<file path="src/rtl/usb_crc_pkg.sv">
// Shared CRC-16 constants, FSM state type and a single-bit LFSR step for the USB TX/RX CRC path.
// The LFSR is in MSB-first shift-register form, fed with LSB-first wire data.
package usb_crc_pkg;

    localparam int          CRC16_LEN     = 16;
    localparam logic [15:0] CRC16_POLY    = 16'h8005;
    localparam logic [15:0] CRC16_INIT    = 16'hFFFF;
    localparam logic [15:0] CRC16_RESIDUE = 16'h800D;

    typedef enum logic [1:0] {
        IDLE = 2'd0,
        DATA = 2'd1,
        CRC  = 2'd2
    } tx_crc_state_t;

    function automatic logic [15:0] crc16_next(input logic [15:0] crc,
                                               input logic        din,
                                               input logic [15:0] poly);
        return {crc[14:0], 1'b0} ^ ((crc[15] ^ din) ? poly : 16'h0000);
    endfunction

endpackage

</file>
<file path="src/rtl/crc16_lfsr_step.sv">
// Bit-serial CRC-16 register: one polynomial step per en, preset has priority over en.
// Latency: updated value visible the cycle after en; no backpressure.
module crc16_lfsr_step
    import usb_crc_pkg::*;
#(
    parameter logic [15:0] POLY = CRC16_POLY,
    parameter logic [15:0] INIT = CRC16_INIT
) (
    input  logic        clk,
    input  logic        n_rst,
    input  logic        preset,
    input  logic        en,
    input  logic        din,
    output logic [15:0] crc
);

    logic [15:0] r_crc;

    always_ff @(posedge clk or negedge n_rst) begin
        if (!n_rst) begin
            r_crc <= INIT;
        end else if (preset) begin
            r_crc <= INIT;
        end else if (en) begin
            r_crc <= crc16_next(r_crc, din, POLY);
        end
    end

    assign crc = r_crc;

endmodule

</file>
<file path="src/rtl/usb_tx_crc16_appender.sv">
// USB TX CRC-16 appender: echoes payload bits, then the inverted CRC LSB-first; USB_TX_CRC_SELFCHECK_EN adds a residue self-check.
// Latency: each bit is emitted on the edge sampling its shift_en; no backpressure, paced solely by shift_en.
module usb_tx_crc16_appender
    import usb_crc_pkg::*;
#(
    parameter logic [15:0] POLY    = CRC16_POLY,
    parameter logic [15:0] INIT    = CRC16_INIT,
    parameter logic [15:0] RESIDUE = CRC16_RESIDUE
) (
    input  logic        clk,
    input  logic        n_rst,
    input  logic        shift_en,
    input  logic        start,
    input  logic        zero_len,
    input  logic        data_bit,
    input  logic        data_last,
    input  logic        abort,
    output logic        tx_bit,
    output logic        tx_valid,
    output logic        busy,
    output logic        done,
    output logic [15:0] crc_out,
    output logic        crc_err
);

    localparam int CNT_W = $clog2(CRC16_LEN);

    tx_crc_state_t    r_state;
    logic             r_busy;
    logic             r_tx_bit;
    logic             r_tx_valid;
    logic             r_done;
    logic [15:0]      r_shift;
    logic [CNT_W-1:0] r_cnt;

    logic             w_start_ok;
    logic             w_gen_en;
    logic             w_emit;
    logic             w_emit_bit;
    logic             w_last_crc;
    logic [15:0]      w_lfsr;
    logic [15:0]      w_lfsr_next;

    // A start is only honoured once busy has fully dropped, i.e. not in the done cycle.
    assign w_start_ok  = start & ~abort & ~r_busy & (r_state == IDLE);
    assign w_gen_en    = shift_en & ~abort & (r_state == DATA);
    assign w_emit      = shift_en & ~abort & ((r_state == DATA) | (r_state == CRC));
    assign w_emit_bit  = (r_state == DATA) ? data_bit : r_shift[15];
    assign w_last_crc  = w_emit & (r_state == CRC) & (r_cnt == CNT_W'(CRC16_LEN - 1));
    assign w_lfsr_next = crc16_next(w_lfsr, data_bit, POLY);

    crc16_lfsr_step #(
        .POLY (POLY),
        .INIT (INIT)
    ) u_gen (
        .clk    (clk),
        .n_rst  (n_rst),
        .preset (w_start_ok),
        .en     (w_gen_en),
        .din    (data_bit),
        .crc    (w_lfsr)
    );

    always_ff @(posedge clk or negedge n_rst) begin
        if (!n_rst) begin
            r_state    <= IDLE;
            r_busy     <= 1'b0;
            r_tx_bit   <= 1'b0;
            r_tx_valid <= 1'b0;
            r_done     <= 1'b0;
            r_shift    <= '0;
            r_cnt      <= '0;
        end else begin
            r_tx_valid <= 1'b0;
            r_done     <= 1'b0;
            if (abort) begin
                r_state <= IDLE;
                r_busy  <= 1'b0;
                r_cnt   <= '0;
            end else begin
                if (w_emit) begin
                    r_tx_bit   <= w_emit_bit;
                    r_tx_valid <= 1'b1;
                end
                case (r_state)
                    IDLE: begin
                        if (w_start_ok) begin
                            r_busy <= 1'b1;
                            r_cnt  <= '0;
                            if (zero_len) begin
                                r_shift <= ~INIT;
                                r_state <= CRC;
                            end else begin
                                r_state <= DATA;
                            end
                        end else begin
                            r_busy <= 1'b0;
                        end
                    end
                    DATA: begin
                        // Snapshot the CRC including the final bit so the field follows with no idle strobe.
                        if (shift_en && data_last) begin
                            r_shift <= ~w_lfsr_next;
                            r_cnt   <= '0;
                            r_state <= CRC;
                        end
                    end
                    CRC: begin
                        if (shift_en) begin
                            r_shift <= {r_shift[14:0], 1'b0};
                            r_cnt   <= r_cnt + 1'b1;
                            if (w_last_crc) begin
                                r_done  <= 1'b1;
                                r_state <= IDLE;
                            end
                        end
                    end
                    default: r_state <= IDLE;
                endcase
            end
        end
    end

`ifdef USB_TX_CRC_SELFCHECK_EN
    logic [15:0] w_chk_crc;
    logic        r_crc_err;

    crc16_lfsr_step #(
        .POLY (POLY),
        .INIT (INIT)
    ) u_chk (
        .clk    (clk),
        .n_rst  (n_rst),
        .preset (w_start_ok),
        .en     (w_emit),
        .din    (w_emit_bit),
        .crc    (w_chk_crc)
    );

    // Fold the last CRC bit in combinationally so the verdict lands together with done.
    always_ff @(posedge clk or negedge n_rst) begin
        if (!n_rst) begin
            r_crc_err <= 1'b0;
        end else if (w_start_ok) begin
            r_crc_err <= 1'b0;
        end else if (w_last_crc) begin
            r_crc_err <= (crc16_next(w_chk_crc, w_emit_bit, POLY) != RESIDUE);
        end
    end

    assign crc_err = r_crc_err;
`else
    logic [15:0] w_unused_residue;
    assign w_unused_residue = RESIDUE;
    assign crc_err          = 1'b0;
`endif

    assign tx_bit   = r_tx_bit;
    assign tx_valid = r_tx_valid;
    assign busy     = r_busy;
    assign done     = r_done;
    assign crc_out  = w_lfsr;

endmodule

</file>
<file path="config.mk">
export PLATFORM = sky130hd
export DESIGN_NAME = usb_tx_crc16_appender
export DESIGN_NICKNAME = d
export VERILOG_FILES = /design/src/rtl/usb_crc_pkg.sv /design/src/rtl/crc16_lfsr_step.sv /design/src/rtl/usb_tx_crc16_appender.sv
export SDC_FILE = /design/constraint.sdc
export NUM_CORES = 1
export LEC_CHECK = 0
export CAP_MARGIN = 10
export CORE_MARGIN = 1.5
export CORE_UTILIZATION = 25
export CTS_CLUSTER_SIZE = 10
export DETAILED_ROUTE_END_ITERATION = 10
export HOLD_SLACK_MARGIN = 0.06
export PLACE_DENSITY = 0.5
export SLEW_MARGIN = 20
export SYNTH_ARGS = -nofsm -noshare
export SYNTH_HDL_FRONTEND = slang
export SYNTH_SLANG_ARGS = --single-unit
export TNS_END_PERCENT = 50
</file>
<file path="constraint.sdc">
create_clock -name clk -period 2.8 [get_ports clk]
set_input_delay 0.56 -clock clk [delete_from_list [all_inputs] [get_ports clk]]
set_output_delay 0.56 -clock clk [all_outputs]
set_load 0.1 [all_outputs]
</file>
; ---- After elaboration in Yosys (flattened, before gate mapping)
; Cells that the tools add are included.
[word_totals]
register_bits = 42
output_inout_bits = 21
[classes]
addsub = 1
n_eq_ne = 11
bitwise = 14
mux = 30
n_reduce_logical = 10
[op_table]
columns = cell, n
row1 = $mux W16, 7
row2 = $pmux W16 S3, 1
row3 = $mux W4, 4
row4 = $not A16 Y16, 1
row5 = $xor A16 B16 Y16, 1
row6 = $mux W2, 6
row7 = $pmux W4 S3, 1
row8 = $mux W1, 10
row9 = $and A1 B1 Y1, 8
row10 = $reduce_and A4 Y1, 2
row11 = $ne A3 B2 Y1 const B, 2
row12 = $ne A3 B3 Y1 const B, 2
row13 = $pmux W2 S3, 1
row14 = $reduce_and A6 Y1, 1
row15 = $add A4 B1 Y4 const B, 1
row16 = $eq A4 B4 Y1 const B, 1
row17 = $ne A2 B1 Y1 const B, 2
row18 = $ne A2 B2 Y1 const B, 2
row19 = $reduce_bool A2 Y1, 2
row20 = $reduce_bool A4 Y1, 1
row21 = $reduce_bool A3 Y1, 1
row22 = $eq A2 B1 Y1 const B, 1
row23 = $eq A2 B2 Y1 const B, 1
row24 = $logic_not A2 Y1, 1
row25 = 5 further kinds, 6

; ---- Depth between registers and ports, before layout
; Gate-level depths: netlist of the first run.
[depth]
depth_word = 9
depth_mapped = 9
ltp_nobuf = 6

; ---- Modules after synthesis
; From an unflattened synthesis of the first run, not the netlist that was laid out.
[hier_totals]
hier_cells = 214
area_unflattened_um2 = 2282.2
[by_module_without_submodules]
columns = mod, cells_each, instances, seq_area_each_um2, area_per_inst_um2
row1 = usb_tx_crc16_appender, 158, 1, 650.6, 1555.2
row2 = crc16_lfsr_step, 56, 1, 420.4, 726.9

; ---- Worst setup path before layout of the first run
; Ideal clock, no wire load.
[synth_timing]
path_type = reg2reg
from = register r_busy, in the netlist busy
to = register r_shift[1]
period_less_slack_ns = 1.972
path_stages_with_launch = 6
setup_time_ns = 0.120
path_buffers = 1
arrival_time_ns = 1.851
path_slack_ns = 0.828
path_cell_list = dfrtp_1 -> nand3b_1 -> a211oi_2 -> buf_4 -> a21boi_1 -> a41o_1
[synth_via]
elab_chain_len = 5
[synth_rtl]
columns = element, line
row1 = "start, declared", usb_tx_crc16_appender.sv:29  ; logic r_busy;
row2 = "start signal, assigned", usb_tx_crc16_appender.sv:67  ; r_busy <= 1'b0;
row3 = "start signal, assigned", usb_tx_crc16_appender.sv:78  ; r_busy <= 1'b0;
row4 = "start signal, assigned", usb_tx_crc16_appender.sv:88  ; r_busy <= 1'b1;
row5 = $not A1 Y1, usb_tx_crc16_appender.sv:45  ; assign w_start_ok = start & ~abort & ~r_busy & (r_state == IDLE);
row6 = $and A1 B1 Y1 (2 in series), usb_tx_crc16_appender.sv:45
row7 = $ne A2 B1 Y1 (no source line), -
row8 = $reduce_and A6 Y1 (no source line), -
row9 = "end signal, assigned", usb_tx_crc16_appender.sv:91  ; r_shift <= ~INIT;
row10 = "end signal, assigned", usb_tx_crc16_appender.sv:103  ; r_shift <= ~w_lfsr_next;
row11 = "end signal, assigned", usb_tx_crc16_appender.sv:110  ; r_shift <= {r_shift[14:0], 1'b0};
row12 = "end, declared", usb_tx_crc16_appender.sv:33  ; logic [15:0] r_shift;
; No other way between the ends.
; A chain may end at the register's enable or synchronous reset.

; ---- Final worst setup path of the first run
[layout_timing]
from = register r_state[1]
to = register r_shift[9]
[layout_via]
elab_chain_len = 4
word_cells_on_any_way = 11
classes_between = eq/ne: 6 / mux: 1 / bitwise: 1 / reduce/logical: 3
[layout_rtl]
columns = element, line
row1 = "start, declared", usb_tx_crc16_appender.sv:28  ; tx_crc_state_t r_state;
row2 = "start signal, assigned", usb_tx_crc16_appender.sv:66  ; r_state <= IDLE;
row3 = "start signal, assigned", usb_tx_crc16_appender.sv:77  ; r_state <= IDLE;
row4 = "start signal, assigned", usb_tx_crc16_appender.sv:92  ; r_state <= CRC;
row5 = $logic_not A2 Y1, "usb_tx_crc16_appender.sv:45, usb_tx_crc16_appender.sv:85"
row6 = $and A1 B1 Y1, usb_tx_crc16_appender.sv:45
row7 = $ne A2 B1 Y1 (no source line), -
row8 = $reduce_and A6 Y1 (no source line), -
; Several ways; a longest one is shown, not always the timed one.

==> results of run 1 <==
## state kept, by name, indices dropped and copies added (netlist names)
| register | count |
|---|---|
| r_shift | 16 |
| u_gen.crc | 16 |
| r_cnt | 4 |
| r_state | 2 |
| busy | 1 |
| done | 1 |
| tx_bit | 1 |
| tx_valid | 1 |
## final timing paths
path,start,to,cells after the start
min in group clk,r_shift[4]$_DFFE_PN0P_,r_shift[4]$_DFFE_PN0P_,1
max reg2reg,r_state[1]$_DFFE_PN0P_,r_shift[9]$_DFFE_PN0P_,6
min reg2reg,r_shift[4]$_DFFE_PN0P_,r_shift[4]$_DFFE_PN0P_,1
max,r_state[1]$_DFFE_PN0P_,r_shift[9]$_DFFE_PN0P_,6
min,n_rst,done$_DFF_PN0_,1
max in group asynchronous,n_rst,u_gen.crc[5]$_DFFE_PN1P_,2
## critical path: stages (launching register included)
cell,delay (ns)
sky130_fd_sc_hd__dfrtp_1,0.43
sky130_fd_sc_hd__inv_1,0.10
sky130_fd_sc_hd__ha_1,0.46
sky130_fd_sc_hd__a21bo_4,0.30
sky130_fd_sc_hd__a21boi_4,0.19
sky130_fd_sc_hd__nand2_4,0.22
sky130_fd_sc_hd__mux2_2,0.36
## stage by stage
stage | util, % | cells
2_1_floorplan | - | 223
3_3_place_gp | 29.2 | 350
3_5_place_dp | 29.2 | 350
4_1_cts | 30.1 | 358
5_1_grt | 30.1 | 358
6_report | 30.1 | 358
## cell type report
| cell class | instances | share of cell area, % |
|---|---|---|
| Sequential cell | 42 | 41.0 |
| Multi-Input combinational cell | 153 | 38.6 |
| Timing Repair Buffer | 34 | 10.2 |
| Tap cell | 108 | 5.17 |
| Clock buffer | 8 | 3.07 |
| Inverter | 13 | 1.87 |
## power breakdown
group	leakage [µW]	internal, µW	switching, µW
clock	0.0000395	178	211
combinational	0.000705	328	1060
sequential	0.000529	774	111
total	0.00127	1280	1390
## per-layer routing
metal | vias to the layer above | track usage (%) | part of all wire [%] | wire (µm)
met5 | - | 0 | 0 | 0
met4 | 0 | 3.41 | 1.0 | 55
met3 | 5 | 2.59 | 3.3 | 172
met2 | 24 | 17.5 | 44 | 2320
met1 | 808 | 16.7 | 52 | 2720
li1 | 829 | - | - | -
## Yosys cell counts (all sizes together) (2+ instances only)
| cell type | number | share of area (%) |
|---|---|---|
| nand2 | 41 | 7.3 |
| dfrtp | 26 | 29 |
| dfstp | 16 | 19 |
| nand3 | 14 | 3.1 |
| inv | 13 | 2.2 |
| o21ai | 13 | 3.1 |
| buf | 12 | 3.8 |
| a21o | 10 | 3.4 |
| and4 | 9 | 3.7 |
| nor2 | 7 | 1.2 |
| o211ai | 6 | 2.0 |
| ha | 5 | 2.8 |
| a22oi | 4 | 1.3 |
| mux2 | 4 | 2.0 |
| nand3b | 4 | 1.3 |
| a21oi | 3 | 0.84 |
| clkbuf | 3 | 0.51 |
| mux2i | 3 | 1.3 |
| nand2b | 3 | 0.84 |
| xnor2 | 3 | 1.2 |
| a21boi | 2 | 1.2 |
| a221o | 2 | 0.96 |
| nor2b | 2 | 0.56 |
| nor3 | 2 | 0.45 |
| or3 | 2 | 0.56 |
## cell families (layout without fill, tap and decap cells)
logic type | count (synthesis) | in the layout | synth area share, %
mux | 7 | 7 | 3.37
simple gates | 86 | 86 | 19.6
other cells | 1 | 1 | 0.169
flops | 42 | 42 | 48.1
fa+ha+maj | 5 | 5 | 2.81
compound gates | 50 | 50 | 17.2
xor+xnor | 4 | 4 | 2.19
buf+inv | 28 | 55 | 6.47
==> impl_summary.md, run 1 <==
Logic synthesis
The flip-flop cell with the highest count after synthesis is sky130_fd_sc_hd__dfrtp_1. The post-synth design cell area is ~2200 µm². The sequential element share of the synthesized area is 48.1%.

The Yosys step of the flow raised 0 warnings. Each instance of the synthesized netlist takes up on average approximately 10 µm². Yosys mapped the design onto 49 distinct sky130hd cell types. Counting flops and latches in the post-synthesis netlist gives between 40 and 50. Yosys mapped a number of flops with a built-in enable equal to 0.

In the synthesized netlist the async set-or-reset flop fraction comes to 100%. In the synthesized netlist, the number of instances is ~220. The number of nets produced by synthesis is approximately 240.

Power and ir drop
The leakage power is around 0.0013 µW. The worst ir drop on vdd is 0.509 mV. The total power divided by cell area is around 1000 nW/µm².

The design draws about 2700 µW.

Floorplan
In this run the core area contains 34 standard-cell rows. The die width is slightly below 100 µm. The die covers about 9500 µm². Once the floorplan was initialized, standard cells occupied 25.6% of the core.

The core region is 8680 µm². 29 I/O pins were placed. The die span in y is between 90 and 100 µm.

Detailed routing
Once detail routing completed, the nets flagged for antenna violations numbered 0. The first detailed-routing pass took 4 iterations. The final route contains approximately 1700 vias. Using the TritonRoute via totals, the vias-per-cell ratio works out to 4.65. The residual DRC count is 0. In the final routed layout, each cell accounts on average for between 10 and 15 µm. After the first detailed-routing iteration, the DRC count stood at 84. The routed wire length is 5270 µm.

Global route
The largest net degree at the start of global routing is 31. The number of global-route vias before repair was 1681. Global routing finished with a remaining overflow of 0. The first-pass GRT wire length is a little under 9000 µm. Global routing used approximately 12% of the available tracks across all layers.

The number of antenna violations at the first check in global routing is 0.

Critical path
The largest driver fanout on the critical path is 15. STA classifies the critical path startpoint as a flip-flop. The worst path arrival time is between 2 and 2.5 ns. The nature of the critical path endpoint is a flip-flop. The startpoint-to-endpoint class of the critical path is reg -> reg. At the worst endpoint, the required time is slightly below 3 ns. Across all register-to-register paths, the minimum setup slack is ~0.62 ns.

Final layout
The sequential standard cell area is between 1000 and 1500 µm². The multi-input combinational cells in the finished layout cover a total of about 1000 µm². The area growth from synthesis to final layout is 17.4%. The most common library cell in the layout ignoring fill and taps is sky130_fd_sc_hd__nand2_1. The post-route netlist has a little over a quarter of its cells at a drive strength greater than 1. In the layout the commonest cells are 40 x sky130_fd_sc_hd__nand2_1, 27 x sky130_fd_sc_hd__buf_4, 26 x sky130_fd_sc_hd__dfrtp_1.

At the end of the flow, the number of nets in the layout was between 200 and 300. The number of antenna cells inserted is 0. The filler cell count is 940. Once layout is done, the placed cells without fillers occupy approximately 2600 µm².

Clock network
The clock network latency to the later pin of the worst-skew pair is about 0.3 ns. The H-tree generated during clock tree synthesis spans 2 levels. The clock transition at the registers of the reported paths is around 0.090 ns. The maximum clock insertion buffer count is 2. The buffer count from post-CTS setup fixing is 0. The clock tree from TritonCTS is done.

The root buffer selected by CTS is sky130_fd_sc_hd__clkbuf_8. The clock net in this run drives a total of 42 sinks. The count of hold buffers inserted by post-cts repair is 0. The quantity of gates resized following cts is 0. The total clock buffers created by CTS is 5.

Timing
The final setup TNS is 0 ns. For the pin with the worst max-slew slack, the measured transition is between 0.6 and 0.7 ns. The final number of max-transition violations is 0. The final hold slack is a little under 0.3 ns. For the finished layout, the period the worst path requires is around 2.2 ns.

Setup repair after global routing left no endpoint under its margin. The largest clock skew in the final design is between 0.009 and 0.01 ns. The number of hold-slack violations in the final timing report is 0. In the post-route analysis, the smallest setup slack over all paths is between 0.6 and 0.7 ns. The final critical path takes up around four fifths of the cycle. Setup violations remaining at the end of the flow were counted as 0.

Derived from the worst setup path, the maximum achievable clock frequency is 458 MHz. The relative max-transition margin is approximately 55%.

Placement
Once detailed placement completed, the half-perimeter wirelength came to between 3000 and 4000 µm. During placement, the flow inserted port buffers numbering 27. Once placement finished, the instance area stood at 2530 µm².

Routability-driven placement finished with a final weighted congestion of slightly below 0.8. The worst setup slack after placement is 0.487 ns.

Min path
The min-delay analysis places its worst path in the category in -> async.

Flow run
The tool flagged a number of max-cap violations equal to 0.

Status
The flow ran to the end, and the final reports show no timing, DRC or antenna violations.
Note: power is estimated with default switching activity, not from simulation.
==> inputs of run 2 (changes only) <==
Settings changed: PLACE_DENSITY 0.5 to 0.52.
Clock period 2.8 ns to 1.9 ns, I/O delays scaled along.
==> impl_summary.md, run 2 (synthesized netlist as in run 1, its figures left out) <==
Critical path
The cell with the largest stage delay on the worst path is sky130_fd_sc_hd__dfrtp_1 (was sky130_fd_sc_hd__ha_1). The data required time of the critical path came to 2.09 ns (was 2.98 ns). The nature of the critical path endpoint is a flip-flop (unchanged).

The setup slack of the most critical reg-to-reg path came to 0.09 ns (was 0.62 ns). The buffer and inverter count on the worst path is 1 (unchanged). The startpoint-to-endpoint class of the critical path is reg -> reg (unchanged). The kind of cell adding the most delay to the critical path was compound AO/OA/AOI/OAI gates (unchanged). The worst path arrival time is 2.00 ns (was 2.36 ns).

The longest individual stage delay on the worst path is 0.38 ns (was 0.46 ns). Critical Path, Cell by Cell: inv_1, ha_2, a21bo_4, a21boi_4, nand2_4, mux2_2 (was inv_1, ha_1, a21bo_4, a21boi_4, nand2_4, mux2_2). The worst setup path startpoint is r_state[1]$_DFFE_PN0P_ (unchanged).

The largest driver fanout on the critical path was 15 (unchanged). The type of origin of the critical path is a flip-flop (unchanged). The launching point of the worst reg2reg path is r_state[1]$_DFFE_PN0P_ (unchanged).

Global route
The first-pass GRT wire length is 9270 µm (was 8830 µm). The overflow left after global routing is 0 (unchanged). The number of antenna violations at the first check in global routing is 0 (unchanged). The number of global-route vias before repair is 1786 (was 1681). The total routing usage reported by global routing was 12.2% (was 11.6%). The largest net degree at the start of global routing was 24 (was 31).

Final layout
The cell area after layout is 3010 µm² (was 2610 µm²). The final cell count without fillers came to 376 (was 358). The share of final-layout standard cells stronger than drive strength 1 is 33.6% (was 26.8%). The number of antenna cells inserted is 0 (unchanged).

The area growth from synthesis to final layout was 35.3% (was 17.4%). The most common library cell in the layout ignoring fill and taps was sky130_fd_sc_hd__nand2_1 (unchanged). Most frequent cells in the layout: 40 x sky130_fd_sc_hd__nand2_1, 25 x sky130_fd_sc_hd__dfrtp_1, 25 x sky130_fd_sc_hd__buf_4 (was 40 x sky130_fd_sc_hd__nand2_1, 27 x sky130_fd_sc_hd__buf_4, 26 x sky130_fd_sc_hd__dfrtp_1). The post-layout net count was 280 (was 262).

Placement
The count of buffers from port buffering is 27 (unchanged). The post-detailed-placement half-perimeter wirelength was 3800 µm (was 3600 µm). The global placement routability congestion is 0.791 (was 0.785). The cell count after placement is 367 (was 350). The post-placement cell area is 2900 µm² (was 2530 µm²).

Min path
The class of the tightest hold or removal check is reg -> reg (was in -> async). The startpoint identified for the worst hold timing path is r_shift[14]$_DFFE_PN0P_.

Floorplan
The die footprint is 9470 µm² (unchanged). The die width is 97.3 µm (unchanged). The total I/O pin count was 29 (unchanged).

The starting density of the core is 25.6% (unchanged). The area of the core is 8680 µm² (unchanged). The die span in y is 97.3 µm (unchanged). The number of rows in the core area is 34 (unchanged).

Clock network
The buffer count from post-CTS setup fixing is 0 (unchanged). The clock transition at the registers of the reported paths is 0.08 ns (was 0.09 ns). The clock network latency to the later pin of the worst-skew pair is 0.30 ns (about the same). The clock tree from TritonCTS is done (unchanged). The total clock sinks is 42 (unchanged).

The H-tree depth reported by CTS is 2 (unchanged). The root buffer selected by CTS is sky130_fd_sc_hd__clkbuf_8 (unchanged). The maximum clock insertion buffer count is 2 (unchanged). The total clock buffers created by CTS is 5 (unchanged).

Timing
RSZ-0062 raised after global routing: false (unchanged). The final number of setup-violating endpoints is 0 (unchanged). The final critical path time including I/O delays and setup is 1.81 ns (was 2.18 ns). The ratio of final minimum period to clock period is 95.1% (was 78.0%).

The number of hold-slack violations in the final timing report came to 0 (unchanged). The final number of max-transition violations is 0 (unchanged). The maximum frequency from static timing analysis is 553 MHz (was 458 MHz). The largest clock skew in the final design is 0.0112 ns (was 0.00929 ns).

Power and ir drop
The total power divided by cell area was 1500 nW/µm² (was 1020 nW/µm²). The leakage power is 0.00147 µW (was 0.00127 µW). The worst ir drop on vdd is 1.07 mV (was 0.509 mV).

Detailed routing
The number of nets still failing antenna checks after routing is 0 (unchanged). The number of optimization iterations in the first detailed-route pass is 4 (unchanged). The detail-routed net length per standard cell is 14.5 µm (was 14.7 µm). The number of DRC markers after the initial detailed-route iteration was 93 (was 84). The residual DRC count is 0 (unchanged). The number of vias in the routed layout came to 1737 (was 1666). The routed wire length is 5440 µm (was 5270 µm). The detailed-route vias per instance is 4.62 (was 4.65).

Flow run
The number of violations of the max-capacitance limit is 0 (unchanged).

Status
Status: finished clean (unchanged).
[run 2: path summary, 6_finish.rpt]
| kind | end | depth (start not counted) |
|---|---|---|
| max | r_shift[9]$_DFFE_PN0P_ | 6 |
| min | r_shift[14]$_DFFE_PN0P_ | 1 |
| max reg2reg | r_shift[9]$_DFFE_PN0P_ | 6 |
| min reg2reg | r_shift[14]$_DFFE_PN0P_ | 1 |
| max in group asynchronous | u_gen.crc[1]$_DFFE_PN1P_ | 3 |
| min in group asynchronous | r_cnt[0]$_DFFE_PN0P_ | 2 |
[run 2: power by group]
part           switching (µW)  internal [µW]  leakage (µW)
combinational            1580            917      0.000897
clock                     326            292     0.0000472
sequential                242           1150      0.000528
[run 2: through the flow]
step / total power (µW) / worst slack, ns / util, % / hold WS, ns / setup TNS (ns)
4_1_cts: 4560 / 0.0188 / 34.6 / 0.485 / 0
3_3_place_gp: 3910 / -0.0432 / 33.4 / 0.376 / -0.298
3_5_place_dp: 3910 / -0.104 / 33.4 / 0.376 / -0.570
2_1_floorplan: 2960 / 0.00360 / - / 0.0844 / 0
5_1_grt: 4750 / 0.00265 / 34.7 / 0.499 / 0
6_report: 4510 / 0.0926 / 34.7 / 0.484 / 0
[run 2: layout make-up]
type / count / area, µm²
Tap cell: 108 / 135
Clock inverter: 2 / 12.5
Fill cell: 904 / 5670
Sequential cell: 42 / 1070
Clock buffer: 6 / 82.6
Multi-Input combinational cell: 153 / 1010
Timing Repair Buffer: 52 / 643
Inverter: 13 / 48.8
[run 2: metal layers]
layer	up-vias	part of all wire [%]	wire, µm	global-route usage [%]
li1	860	-	-	-
met1	832	49	2680	17.2
met2	36	45	2430	18.5
met3	9	4.6	250	3.17
met4	0	1.3	71	3.63
met5	-	0	0	0
[run 2: repair_timing]
| action | 4_1_cts | 5_1_grt |
|---|---|---|
| hold buffers | 1 | 0 |
| gates resized for setup | 0 | 2 |
| hold endpoints to repair | 13 | 0 |
| setup endpoints to repair | 0 | 12 |
==> inputs of run 3 (changes only) <==
Settings changed: TNS_END_PERCENT 50 to default.
==> results of run 3 <==
Same layout as run 2: the final DEF is identical, and so are final timing and power.
